--- src/rtl/imem_loader.sv ---
// Byte-stream loader that assembles 32-bit words into instruction memory and holds the
// fetch enables low until a full image is written. Optional checksum word: `define CHECKSUM_EN.
module imem_loader #(
  parameter int ADDR_W     = 8,
  parameter bit BIG_ENDIAN = 1'b1
) (
  input  logic              clk,
  input  logic              reset,
  input  logic              start,
  input  logic [ADDR_W:0]   load_words,
  input  logic [7:0]        byte_in,
  input  logic              byte_valid,
  output logic              byte_ready,
  output logic              mem_we,
  output logic [ADDR_W-1:0] mem_addr,
  output logic [31:0]       mem_wdata,
  output logic              busy,
  output logic              done,
  output logic              err,
  output logic              enable_pc,
  output logic              enable_ifid
);

`ifdef CHECKSUM_EN
  typedef enum logic [1:0] {IDLE, LOAD, CHECK, DONE} state_t;
`else
  typedef enum logic [1:0] {IDLE, LOAD, DONE} state_t;
`endif

  localparam logic [ADDR_W:0] MAX_WORDS = {1'b1, {ADDR_W{1'b0}}};
  localparam logic [ADDR_W:0] ONE       = {{ADDR_W{1'b0}}, 1'b1};

  state_t            state_reg, state_next;
  logic [1:0]        byte_cnt_reg;
  logic [ADDR_W:0]   word_cnt_reg;
  logic [ADDR_W:0]   count_reg;
  logic [31:0]       shift_reg;
  logic [ADDR_W-1:0] addr_reg;
  logic [31:0]       wdata_reg;
  logic              we_reg;
  logic              done_reg;
  logic              run_reg;
  logic              err_reg;
`ifdef CHECKSUM_EN
  logic [31:0]       xor_reg;
`endif

  logic        ready_c;
  logic        busy_c;
  logic        start_go;
  logic        byte_take;
  logic        word_full;
  logic        last_word;
  logic [31:0] assembled;

  assign start_go  = (state_reg == IDLE) && start;
  assign byte_take = byte_valid && ready_c;
  assign word_full = byte_take && (byte_cnt_reg == 2'd3);
  assign last_word = ((word_cnt_reg + ONE) == count_reg);
  assign assembled = BIG_ENDIAN ? {shift_reg[23:0], byte_in} : {byte_in, shift_reg[31:8]};

  always_ff @(posedge clk or negedge reset) begin
    if (!reset) state_reg <= IDLE;
    else        state_reg <= state_next;
  end

  always_comb begin
    state_next = state_reg;
    ready_c    = 1'b0;
    busy_c     = 1'b0;
    case (state_reg)
      IDLE: begin
        if (start) state_next = (load_words == '0) ? DONE : LOAD;
      end
      LOAD: begin
        ready_c = 1'b1;
        busy_c  = 1'b1;
        if (word_full && last_word) begin
`ifdef CHECKSUM_EN
          state_next = CHECK;
`else
          state_next = DONE;
`endif
        end
      end
`ifdef CHECKSUM_EN
      CHECK: begin
        ready_c = 1'b1;
        busy_c  = 1'b1;
        if (word_full) state_next = DONE;
      end
`endif
      DONE:    state_next = IDLE;
      default: state_next = IDLE;
    endcase
  end

  always_ff @(posedge clk or negedge reset) begin
    if (!reset) begin
      byte_cnt_reg <= '0;
      word_cnt_reg <= '0;
      count_reg    <= '0;
      shift_reg    <= '0;
      addr_reg     <= '0;
      wdata_reg    <= '0;
      we_reg       <= 1'b0;
      done_reg     <= 1'b0;
      run_reg      <= 1'b0;
      err_reg      <= 1'b0;
`ifdef CHECKSUM_EN
      xor_reg      <= '0;
`endif
    end else begin
      done_reg <= (state_reg == DONE);
      we_reg   <= (state_reg == LOAD) && word_full;

      if (byte_take) begin
        shift_reg    <= assembled;
        byte_cnt_reg <= byte_cnt_reg + 2'd1;
      end

      if ((state_reg == LOAD) && word_full) begin
        wdata_reg    <= assembled;
        word_cnt_reg <= word_cnt_reg + ONE;
`ifdef CHECKSUM_EN
        xor_reg      <= xor_reg ^ assembled;
`endif
      end

      // Address advances once the write strobe has been presented; a saturated
      // load naturally wraps to 0 after the last word.
      if (we_reg) addr_reg <= addr_reg + 1'b1;

`ifdef CHECKSUM_EN
      if ((state_reg == CHECK) && word_full) err_reg <= (assembled != xor_reg);
`endif

      if ((state_reg == DONE) && !err_reg) run_reg <= 1'b1;

      if (start_go) begin
        run_reg      <= 1'b0;
        err_reg      <= 1'b0;
        count_reg    <= (load_words > MAX_WORDS) ? MAX_WORDS : load_words;
        addr_reg     <= '0;
        byte_cnt_reg <= '0;
        word_cnt_reg <= '0;
`ifdef CHECKSUM_EN
        xor_reg      <= '0;
`endif
      end
    end
  end

  assign byte_ready  = ready_c;
  assign busy        = busy_c;
  assign mem_we      = we_reg;
  assign mem_addr    = addr_reg;
  assign mem_wdata   = wdata_reg;
  assign done        = done_reg;
  assign enable_pc   = run_reg;
  assign enable_ifid = run_reg;
`ifdef CHECKSUM_EN
  assign err         = err_reg;
`else
  assign err         = 1'b0;
`endif

endmodule

--- config.mk ---
export PLATFORM = sky130hd
export DESIGN_NAME = imem_loader
export DESIGN_NICKNAME = d
export VERILOG_FILES = /design/src/rtl/imem_loader.sv
export SDC_FILE = /design/constraint.sdc
export NUM_CORES = 1
export LEC_CHECK = 0
export CAP_MARGIN = 20
export CORE_UTILIZATION = 34
export DETAILED_ROUTE_END_ITERATION = 6
export GPL_TIMING_DRIVEN = 0
export PLACE_DENSITY = 0.57
export SYNTH_ARGS = -nofsm -noshare
export SYNTH_HDL_FRONTEND = slang
export SYNTH_SLANG_ARGS = --single-unit
export TNS_END_PERCENT = 50
--- constraint.sdc ---
create_clock -name clk -period 1.92 [get_ports clk]
set_input_delay 0.288 -clock clk [delete_from_list [all_inputs] [get_ports clk]]
set_output_delay 0.288 -clock clk [all_outputs]
set_load 0.005 [all_outputs]
### After elaboration in Yosys (flattened, before gate mapping)

Cells that the tools add are included.

| storage, ports and cells | value |
|---|---|
| flip-flop bits (word level) | 89 |
| output and inout bits | 47 |
| word-level logic and storage cells | 46 |

| operators by class | value |
|---|---|
| add/sub/neg operators | 3 |
| order comparisons | 1 |
| eq/ne operators | 6 |
| mux-type cells | 14 |
| reductions and logical operators | 12 |

Operators by type and width:

| cell | count |
|---|---|
| $mux W9 | 3 |
| $mux W8 | 2 |
| $mux W2 | 5 |
| $add A9 B1 Y9 const B | 1 |
| $eq A9 B9 Y1 | 1 |
| $gt A9 B9 Y1 const B | 1 |
| $logic_not A9 Y1 | 1 |
| $add A8 B1 Y8 const B | 1 |
| $reduce_bool A2 Y1 | 4 |
| $logic_and A1 B1 Y1 | 5 |
| $eq A2 B2 Y1 const B | 2 |
| $ne A2 B2 Y1 const B | 2 |
| $pmux W2 S2 | 1 |
| $mux W1 | 3 |
| $add A2 B1 Y2 const B | 1 |
| $eq A2 B1 Y1 const B | 1 |
| $logic_not A2 Y1 | 1 |
| $reduce_and A2 Y1 | 1 |

### Logic depth before layout (Yosys ltp)

Gate-level depths: netlist (run 1).

| logic depth | value |
|---|---|
| depth in word-level cells | 7 |
| depth in mapped cells | 8 |
| gate-level depth less buffers | 7 |

### Least setup slack after synthesis (run 1)

Ideal clock, no wire load.

| path | value |
|---|---|
| path type | register -> register |
| start point | register word_cnt_reg[0] |
| end point | register state_reg[0] |
| data arrival time | 1494 ps |
| path slack | 305 ps |
| cell stages (with the launch flop) | 7 |
| path buffers | 0 |
| path through | dfrtp_1 -> ha_1 -> xnor2_1 -> xnor2_1 -> nor4_2 -> o2111ai_1 -> a22o_1 |

| between the ends | value |
|---|---|
| cells in the longest elaborated chain, start to end | 5 |

RTL lines:

| element | RTL line | text |
|---|---|---|
| from (decl) | 35 | `logic [ADDR_W:0] word_cnt_reg;` |
| from (signal assigned) | 124 | `word_cnt_reg <= word_cnt_reg + ONE;` |
| $add A9 B1 Y9 | 59 | `assign last_word = ((word_cnt_reg + ONE) == count_reg);` |
| $eq A9 B9 Y1 | 59 |  |
| $logic_and A1 B1 Y1 | 78 | `if (word_full && last_word) begin` |
| $ne A2 B2 Y1 (no line) | n/a |  |
| $reduce_and A2 Y1 (no line) | n/a |  |
| to (signal assigned) | 64 | `else state_reg <= state_next;` |
| to (decl) | 33 | `state_t state_reg, state_next;` |

No other way between the ends.
A chain may end at the register's enable or synchronous reset.

### Worst setup path in the final report (run 1)

| path | value |
|---|---|
| start point | register state_reg[0] |
| end point | register shift_reg[12] |

| between the ends | value |
|---|---|
| cells in the longest elaborated chain, start to end | 3 |

RTL lines:

| element | RTL line | text |
|---|---|---|
| $eq A2 B1 Y1 | 71 | `case (state_reg)` |
| $mux W1 | 71 |  |
| $logic_and A1 B1 Y1 | 57 | `assign byte_take = byte_valid && ready_c;` |
| to (signal assigned) | 118 | `shift_reg <= assembled;` |
| to (decl) | 37 | `logic [31:0] shift_reg;` |

No other way between the ends.

==> tab_implementation.tex, run 1 <==
\begin{tabular}{lr}
\hline
Metric & Value \\
\hline
\multicolumn{2}{l}{\textbf{Timing}} \\
\quad Setup slack of the critical path after layout & 0.0882 ns \\
\quad Period Utilization, post-route & 0.954 \\
\quad Timing-limited maximum frequency & 0.546 GHz \\
\quad Slew headroom & 0.606 \\
\quad Pin slew with the least headroom to its limit & around 0.59 ns \\
\quad Final setup vio count & 0 \\
\quad Post-route minimum period & 1.83 ns \\
\quad Max Transition Viols Final & 0 \\
\quad Final Hold Viols & 0 \\
\quad Final worst clock skew & about 0.014 ns \\
\multicolumn{2}{l}{\textbf{Worst setup path}} \\
\quad Start-to-end type of the worst setup path & flip-flop to flip-flop \\
\quad Worst setup endpoint & shift\_reg[12]\$\_DFFE\_PN0P\_ \\
\quad Destination of the worst register-to-register timing path & shift\_reg[12]\$\_DFFE\_PN0P\_ \\
\quad Max FO, Critical Path & 10 \\
\quad Critical Path Source & state\_reg[0]\$\_DFFE\_PN0P\_ \\
\quad Logic depth of the worst register-to-register path & 5 \\
\quad Type of destination of the critical path & flip-flop \\
\quad Worst reg2reg path startpoint & state\_reg[0]\$\_DFFE\_PN0P\_ \\
\quad R2r setup slk & 0.09 ns \\
\quad Worst path arrival time & 2.07 ns \\
\quad Data required time of the worst path & between 2 and 2.5 ns \\
\quad Type of element launching the critical path & flip-flop \\
\multicolumn{2}{l}{\textbf{Power}} \\
\quad Design Power & 6.73 mW \\
\quad Static leakage & roughly 2.3 nW \\
\quad Pwr dens & $\sim$1400 nW/um\^{}2 \\
\quad VDD IR max & 513 uV \\
\multicolumn{2}{l}{\textbf{Drt}} \\
\quad DRC violation count after routing & 0 \\
\quad Number of nets still failing antenna checks after routing & 0 \\
\quad Starting DRC count in detailed routing & about 120 \\
\quad Vias & 2774 \\
\quad Wire length per cell after detailed routing & approximately 14 um \\
\quad Aggregate routed wire length & 8010 um \\
\quad Average vias per placed instance & 4.69 \\
\quad DRT Pass-1 Iters & 4 \\
\multicolumn{2}{l}{\textbf{Yosys}} \\
\quad Compound-cell area share of the yosys netlist & 0.0420 \\
\quad Simple-Gate Fraction of Synth Area & 0.210 \\
\quad Combined area of all synthesized cells & 3780 sq um \\
\quad Total of flip-flops plus latches after synthesis & about 90 \\
\quad Number of unique standard cell types used by synthesis & 34 \\
\quad Dominant combinational cell family by area after synthesis & simple AND/OR/NAND/NOR gates \\
\quad Adder and majority cell fraction of the synthesized area & 0.00993 \\
\quad Post-Syn Instances & 368 \\
\quad Part of the Yosys area used for sequential elements & 0.589 \\
\quad Fraction of synthesized area in multiplexers & 0.0741 \\
\quad Post-synthesis xor/xnor area fraction & 0.0463 \\
\quad Yosys warning total & 0 \\
\quad Synthesized netlist net count & approximately 390 \\
\quad Average footprint of a synthesized cell & around 10 sq um \\
\multicolumn{2}{l}{\textbf{Clocking}} \\
\quad Clock transition at path regs & approximately 0.090 ns \\
\quad Worst-skew pair later-pin latency & 0.36 ns \\
\quad Total clock buffers created by CTS & 9 \\
\quad Sink Count & 89 \\
\quad Clock root buffer & clkbuf\_8 \\
\quad Deepest clock path buffer count & 2 \\
\quad TritonCTS clock tree & built \\
\quad Number of H-tree levels & 3 \\
\multicolumn{2}{l}{\textbf{Final layout}} \\
\quad Layout cells sized above 1 & 0.131 \\
\quad Max reg flops & 32 \\
\quad Share of the core filled with cells & 0.452 \\
\quad Synth-to-Final Area Change & 29.6\% \\
\quad Commonest non-fill, non-tap cell in the layout & nand2\_1 \\
\quad Antenna fix cells & 0 \\
\quad Post-layout nets & 471 \\
\quad Commonest cells after routing, fill and taps aside & 129 x nand2\_1, 89 x dfrtp\_1, 64 x clkdlybuf4s50\_1, 24 x mux2\_2, 18 x nor2\_1 \\
\multicolumn{2}{l}{\textbf{Global route}} \\
\quad Global routing usage summed across all routing layers & 0.150 \\
\quad Met2 capacity usage during global routing & 0.224 \\
\quad M3 GR Usage & 0.0321 \\
\quad GRT overflow & 0 \\
\quad Number of antenna violations at the first check in global routing & 0 \\
\quad Vias in the first global route & 2653 \\
\quad Pin count of the biggest net entering global routing & between 50 and 60 \\
\quad First-pass GRT wire length & 13300 um \\
\quad Met1 routing resource usage after global routing & 0.215 \\
\quad Gr busiest metal & met2 \\
\multicolumn{2}{l}{\textbf{Die}} \\
\quad Number of top-level design ports & between 60 and 70 \\
\quad Row count & 38 \\
\quad Die span in y & 107 um \\
\quad Die Outline Area & 11500 sq um \\
\quad Starting Density & 0.349 \\
\quad Placeable core area & approximately 11000 sq um \\
\quad Chip Width & 107 um \\
\multicolumn{2}{l}{\textbf{Placement}} \\
\quad Pre-CTS setup slack & -0.0859 ns \\
\quad Gpl congestion & a little under 0.8 \\
\quad Port Buf Inserts & 66 \\
\quad Post-DP HPWL & approximately 5700 um \\
\multicolumn{2}{l}{\textbf{Run}} \\
\quad Count of max-cap constraint violations & 0 \\
\multicolumn{2}{l}{\textbf{Run status}} \\
\quad Outcome & complete, no violations \\
\multicolumn{2}{l}{\textbf{Min path}} \\
\quad Class of the tightest hold or removal check & input port to async pin \\
\hline
\end{tabular}
==> metrics by stage <==
stage	instance area, sq um	hold WS [ns]	instances	TNS [ns]
after floorplan	3780	-0.00759	368	0
after global placement	4620	0.444	574	-242.76
after detailed placement	4640	0.263	575	-0.496
after CTS	4880	0.414	592	0
after global routing	4900	0.449	592	-0.0135
final	4900	0.419	592	0
==> worst max-delay path, stage by stage, from the launching register on <==
cell     delay [ns]
dfrtp_1        0.41
nor2b_4        0.13
buf_6          0.13
nand2_1        0.32
buf_2          0.35
mux2_2         0.37
==> what timing repair did <==
action / in CTS / in global routing
setup buffers: 0 / 0
resized for setup: 1 / 7
hold buffers: 1 / 0
setup endpoints to repair: 1 / 38
endpoints found under the hold margin: 32 / 0
==> power breakdown <==
| part | internal [mW] | leakage [nW] | switching [mW] | total, mW |
|---|---|---|---|---|
| Sequential | 2.60 | 1.12 | 0.514 | 3.12 |
| Clock | 0.805 | 0.109 | 0.655 | 1.46 |
| Combinational | 1.27 | 1.03 | 0.884 | 2.16 |
| Total | 4.68 | 2.26 | 2.05 | 6.73 |
==> cell usage after synthesis (all sizes together) <==
library cell | n | area (sq um)
nand2 | 129 | 484
dfrtp | 89 | 2230
mux2 | 24 | 270
nor2 | 19 | 71.3
o21ai | 13 | 65.1
xnor2 | 12 | 105
buf | 11 | 68.8
nand3b | 8 | 60.1
xor2 | 8 | 70.1
clkbuf | 7 | 26.3
nand3 | 7 | 40.0
and2 | 5 | 31.3
a21oi | 4 | 20.0
nand4 | 4 | 25.0
o31ai | 4 | 30.0
ha | 3 | 37.5
nor2b | 3 | 18.8
nor4 | 3 | 25.0
a22o | 2 | 17.5
and3 | 2 | 12.5
inv | 2 | 7.51
o2111ai | 2 | 17.5
and4 | 1 | 8.76
conb | 1 | 3.75
mux2i | 1 | 10.0
nor3 | 1 | 5.00
nor3b | 1 | 7.51
o221ai | 1 | 8.76
or3 | 1 | 6.26
==> final cells by class <==
type	count	area, sq um
Inverter	2	7.51
Fill cell	1100	5940
Clock buffer	12	155
Timing Repair Buffer	68	693
Sequential cell	89	2230
Clock inverter	4	75.1
Multi-Input combinational cell	259	1460
Buffer	18	101
Tap cell	140	175
==> how the worst min path moves through the flow <==
stage,end,from,cells past startpoint,slack [ns]
floorplan,byte_cnt_reg[0]$_DFFE_PN0P_,reset,0,-0.008
global placement,done$_DFF_PN0_,state_reg[0]$_DFFE_PN0P_,1,0.44
detailed placement,count_reg[7]$_DFFE_PN0P_,reset,1,0.26
CTS,mem_wdata[6]$_DFFE_PN0P_,reset,2,0.41
global route,mem_wdata[11]$_DFFE_PN0P_,reset,2,0.45
finish,count_reg[7]$_DFFE_PN0P_,reset,2,0.42
==> routing by layer <==
layer  wire [um]  vias to the layer above
met3         294                       10
met1        3960                     1347
met5           0                        -
li1            -                     1358
met4          98                        0
met2        3660                       59
==> kinds of logic (layout without fill, tap and decap cells) <==
| group | Yosys count | in the layout |
|---|---|---|
| AO/OA/AOI/OAI | 26 | 26 |
| adder cells (fa/ha/maj) | 3 | 3 |
| flip-flops | 89 | 89 |
| multiplexers | 25 | 25 |
| XOR/XNOR | 20 | 20 |
| AND/OR/NAND/NOR | 184 | 184 |
| other | 1 | 1 |
| buffers and inverters | 20 | 104 |
No activity file was read; power rests on OpenSTA's default activity.
==> inputs of run 2 (changes only) <==
- SETUP_SLACK_MARGIN: not set -> 0.5
==> run 2 against run 1 <==
Effect of this change: first-iteration DRC count increased by 12%; sequential cell count is the same; global-route usage increased by 0.76 points; via count is 8.2% higher; utilization is 7.8 points higher; largest power group unchanged; highest routed layer unchanged.
==> tab_implementation.tex, run 2 (synthesized netlist as in run 1, its figures left out) <==
\begin{tabular}{lr}
\hline
Metric & Value \\
\hline
\multicolumn{2}{l}{\textbf{Run status}} \\
\quad Outcome & complete, no violations \\
\multicolumn{2}{l}{\textbf{Clocking}} \\
\quad TritonCTS clock tree & built \\
\quad Worst-skew pair later-pin latency & 0.36 ns (about the same) \\
\quad Deepest clock path buffer count & 2 (unchanged) \\
\quad Sink Count & 89 (unchanged) \\
\quad Clock root buffer & clkbuf\_8 \\
\quad Number of H-tree levels & 3 (unchanged) \\
\quad Total clock buffers created by CTS & 9 (unchanged) \\
\quad Clock transition at path regs & 0.10 ns (about the same) \\
\multicolumn{2}{l}{\textbf{Die}} \\
\quad Chip Width & 107 um (unchanged) \\
\quad Placeable core area & 10800 sq um (unchanged) \\
\quad Row count & 38 (unchanged) \\
\quad Die span in y & 107 um (unchanged) \\
\quad Number of top-level design ports & 68 (unchanged) \\
\quad Die Outline Area & 11500 sq um (unchanged) \\
\quad Starting Density & 0.349 (unchanged) \\
\multicolumn{2}{l}{\textbf{Final layout}} \\
\quad Post-layout nets & 517 (+9.8\%) \\
\quad Synth-to-Final Area Change & 51.8\% \\
\quad Count of fill cells added during filler insertion & 976 (-11\%) \\
\quad Share of the core filled with cells & 0.530 (+0.0777) \\
\quad Commonest non-fill, non-tap cell in the layout & nand2\_1 \\
\quad Commonest cells after routing, fill and taps aside & 126 x nand2\_1, 83 x dfrtp\_1, 39 x buf\_4, 34 x clkdlybuf4s50\_1, 26 x dlymetal6s2s\_1 \\
\quad Max reg flops & 32 (unchanged) \\
\quad Area taken by multi-input logic gates & 1710 sq um (+17\%) \\
\quad Layout cells sized above 1 & 0.289 (+0.159) \\
\quad Antenna fix cells & 0 (unchanged) \\
\quad Flip-flop and latch area & 2230 sq um (+0.34\%) \\
\multicolumn{2}{l}{\textbf{Worst setup path}} \\
\quad Slowest library cell on the worst path & dfrtp\_1 \\
\quad Worst path buffer plus inverter count & 0 (-2) \\
\quad Cell family contributing the most delay on the critical path & flip-flops \\
\quad Stage delay of the slowest cell on the critical path & 0.44 ns (+0.03 ns) \\
\quad Worst path most repeated cell & xnor2\_2 \\
\quad Type of element launching the critical path & flip-flop \\
\quad Start-to-end type of the worst setup path & flip-flop to flip-flop \\
\quad Max FO, Critical Path & 3 (-7) \\
\quad Worst path arrival time & 1.95 ns (-0.12 ns) \\
\quad Data required time of the worst path & 2.18 ns (+0.02 ns) \\
\quad Type of destination of the critical path & flip-flop \\
\quad Critical path, cell by cell & ha\_4, xnor2\_2, xnor2\_2, nor4\_4, o2111ai\_2, a22o\_1 \\
\multicolumn{2}{l}{\textbf{Drt}} \\
\quad Topmost layer with routed signal wires & met4 \\
\quad DRC violation count after routing & 0 (unchanged) \\
\quad Vias & 3002 (+8.2\%) \\
\quad Metal1 wirelength & 4430 um (+12\%) \\
\quad Met3 wire length & 503 um (+71\%) \\
\quad Wire length per cell after detailed routing & 14.5 um (+7.4\%) \\
\quad Number of nets still failing antenna checks after routing & 0 (unchanged) \\
\quad Average vias per placed instance & 4.71 (+0.42\%) \\
\quad DRT Pass-1 Iters & 4 (unchanged) \\
\quad Aggregate routed wire length & 9280 um (+16\%) \\
\quad Total met2 wirelength after detailed routing & 4180 um (+14\%) \\
\quad Starting DRC count in detailed routing & 138 (+12\%) \\
\multicolumn{2}{l}{\textbf{Timing}} \\
\quad Post-route minimum period & 1.69 ns (-0.143 ns) \\
\quad Max Transition Viols Final & 0 (unchanged) \\
\quad Unrepaired setup endpoints after global routing & yes \\
\quad Final setup vio count & 0 (unchanged) \\
\quad Final worst clock skew & 0.0134 ns (-0.000729 ns) \\
\quad Period Utilization, post-route & 0.879 (-0.0746) \\
\quad Final Hold Viols & 0 (unchanged) \\
\quad Timing-limited maximum frequency & 0.592 GHz (+8.5\%) \\
\quad Worst Hold Slack & 0.342 ns (-0.0771 ns) \\
\quad Setup slack of the critical path after layout & 0.231 ns (+0.143 ns) \\
\multicolumn{2}{l}{\textbf{Global route}} \\
\quad Global routing usage summed across all routing layers & 0.158 (+0.00759) \\
\quad Pin count of the biggest net entering global routing & 73 (+26\%) \\
\quad Vias in the first global route & 2833 (+6.8\%) \\
\quad First-pass GRT wire length & 13900 um (+5.0\%) \\
\quad Number of antenna violations at the first check in global routing & 0 (unchanged) \\
\quad GRT overflow & 0 (unchanged) \\
\multicolumn{2}{l}{\textbf{Power}} \\
\quad Static leakage & 3.03 nW (+34\%) \\
\quad Pwr dens & 1310 nW/um\^{}2 (-4.7\%) \\
\quad VDD IR max & 631 uV (+23\%) \\
\quad Design Power & 7.52 mW (+12\%) \\
\multicolumn{2}{l}{\textbf{Placement}} \\
\quad Port Buf Inserts & 66 (unchanged) \\
\quad Gpl congestion & 0.838 (+6.9\%) \\
\quad Pre-CTS setup slack & -0.109 ns (-0.0236 ns) \\
\quad Post-DP HPWL & 5690 um (+0.21\%) \\
\multicolumn{2}{l}{\textbf{Min path}} \\
\quad Class of the tightest hold or removal check & input port to async pin \\
\multicolumn{2}{l}{\textbf{Run}} \\
\quad Count of max-cap constraint violations & 0 (unchanged) \\
\hline
\end{tabular}
-- run 2: cell count changes in the layout (fill, tap and decap cells not counted), sizes merged --
cell / previous run / this run
buf: 14 / 59
clkdlybuf4s50: 64 / 34
dlymetal6s2s: 0 / 26
clkinv: 0 / 3
dlygate4sd2: 0 / 2
bufinv: 2 / 1
clkbuf: 19 / 18
clkdlybuf4s15: 0 / 1
nor2: 19 / 20
-- run 2: layout make-up --
type                       instances  area share
timing repair buffer             113       0.209
clock inverter                     6      0.0118
multi-input combinational        260       0.298
inverter                           2     0.00174
buffer                            18      0.0349
tap                              140      0.0305
clock buffer                      10      0.0240
sequential                        89       0.389
-- run 2: power breakdown --
group	internal [mW]	switching [mW]
clock	0.639	0.696
sequential	2.60	0.543
combinational	1.86	1.17
-- run 2: what timing repair did --
action                                 4_1_cts  5_1_grt
hold buffers                                 1        0
buffers inserted                            15       25
pin swaps                                    7       10
endpoints found under the hold margin       17        0
setup endpoints to repair                  128      132
cloned                                       0        6
gates resized for setup                     48      105
-- run 2: through the flow --
step | instance area [sq um] | std cells | setup TNS, ns
2_1_floorplan | 3810 | 368 | 0
3_3_place_gp | 4650 | 574 | -243.33
3_5_place_dp | 4680 | 575 | -1.94
4_1_cts | 5090 | 607 | 0
5_1_grt | 5740 | 638 | 0
6_report | 5740 | 638 | 0
-- run 2: final timing paths --
check,start,end,slack (ns),depth (start not counted)
max,word_cnt_reg[1]$_DFFE_PN0P_,state_reg[0]$_DFFE_PN0P_,0.23,6
min,reset,mem_wdata[21]$_DFFE_PN0P_,0.34,2
max reg2reg,word_cnt_reg[1]$_DFFE_PN0P_,state_reg[0]$_DFFE_PN0P_,0.23,6
min reg2reg,shift_reg[23]$_DFFE_PN0P_,mem_wdata[31]$_DFFE_PN0P_,0.47,2
max in group asynchronous,reset,word_cnt_reg[2]$_DFFE_PN0P_,0.91,3
min in group clk,shift_reg[23]$_DFFE_PN0P_,mem_wdata[31]$_DFFE_PN0P_,0.47,2
-- run 2: per-layer routing --
| layer | track usage | vias to the layer above |
|---|---|---|
| met5 | 0 | - |
| met4 | 0.0597 | 0 |
| met3 | 0.0321 | 11 |
| met2 | 0.229 | 82 |
| met1 | 0.231 | 1446 |
| li1 | - | 1463 |
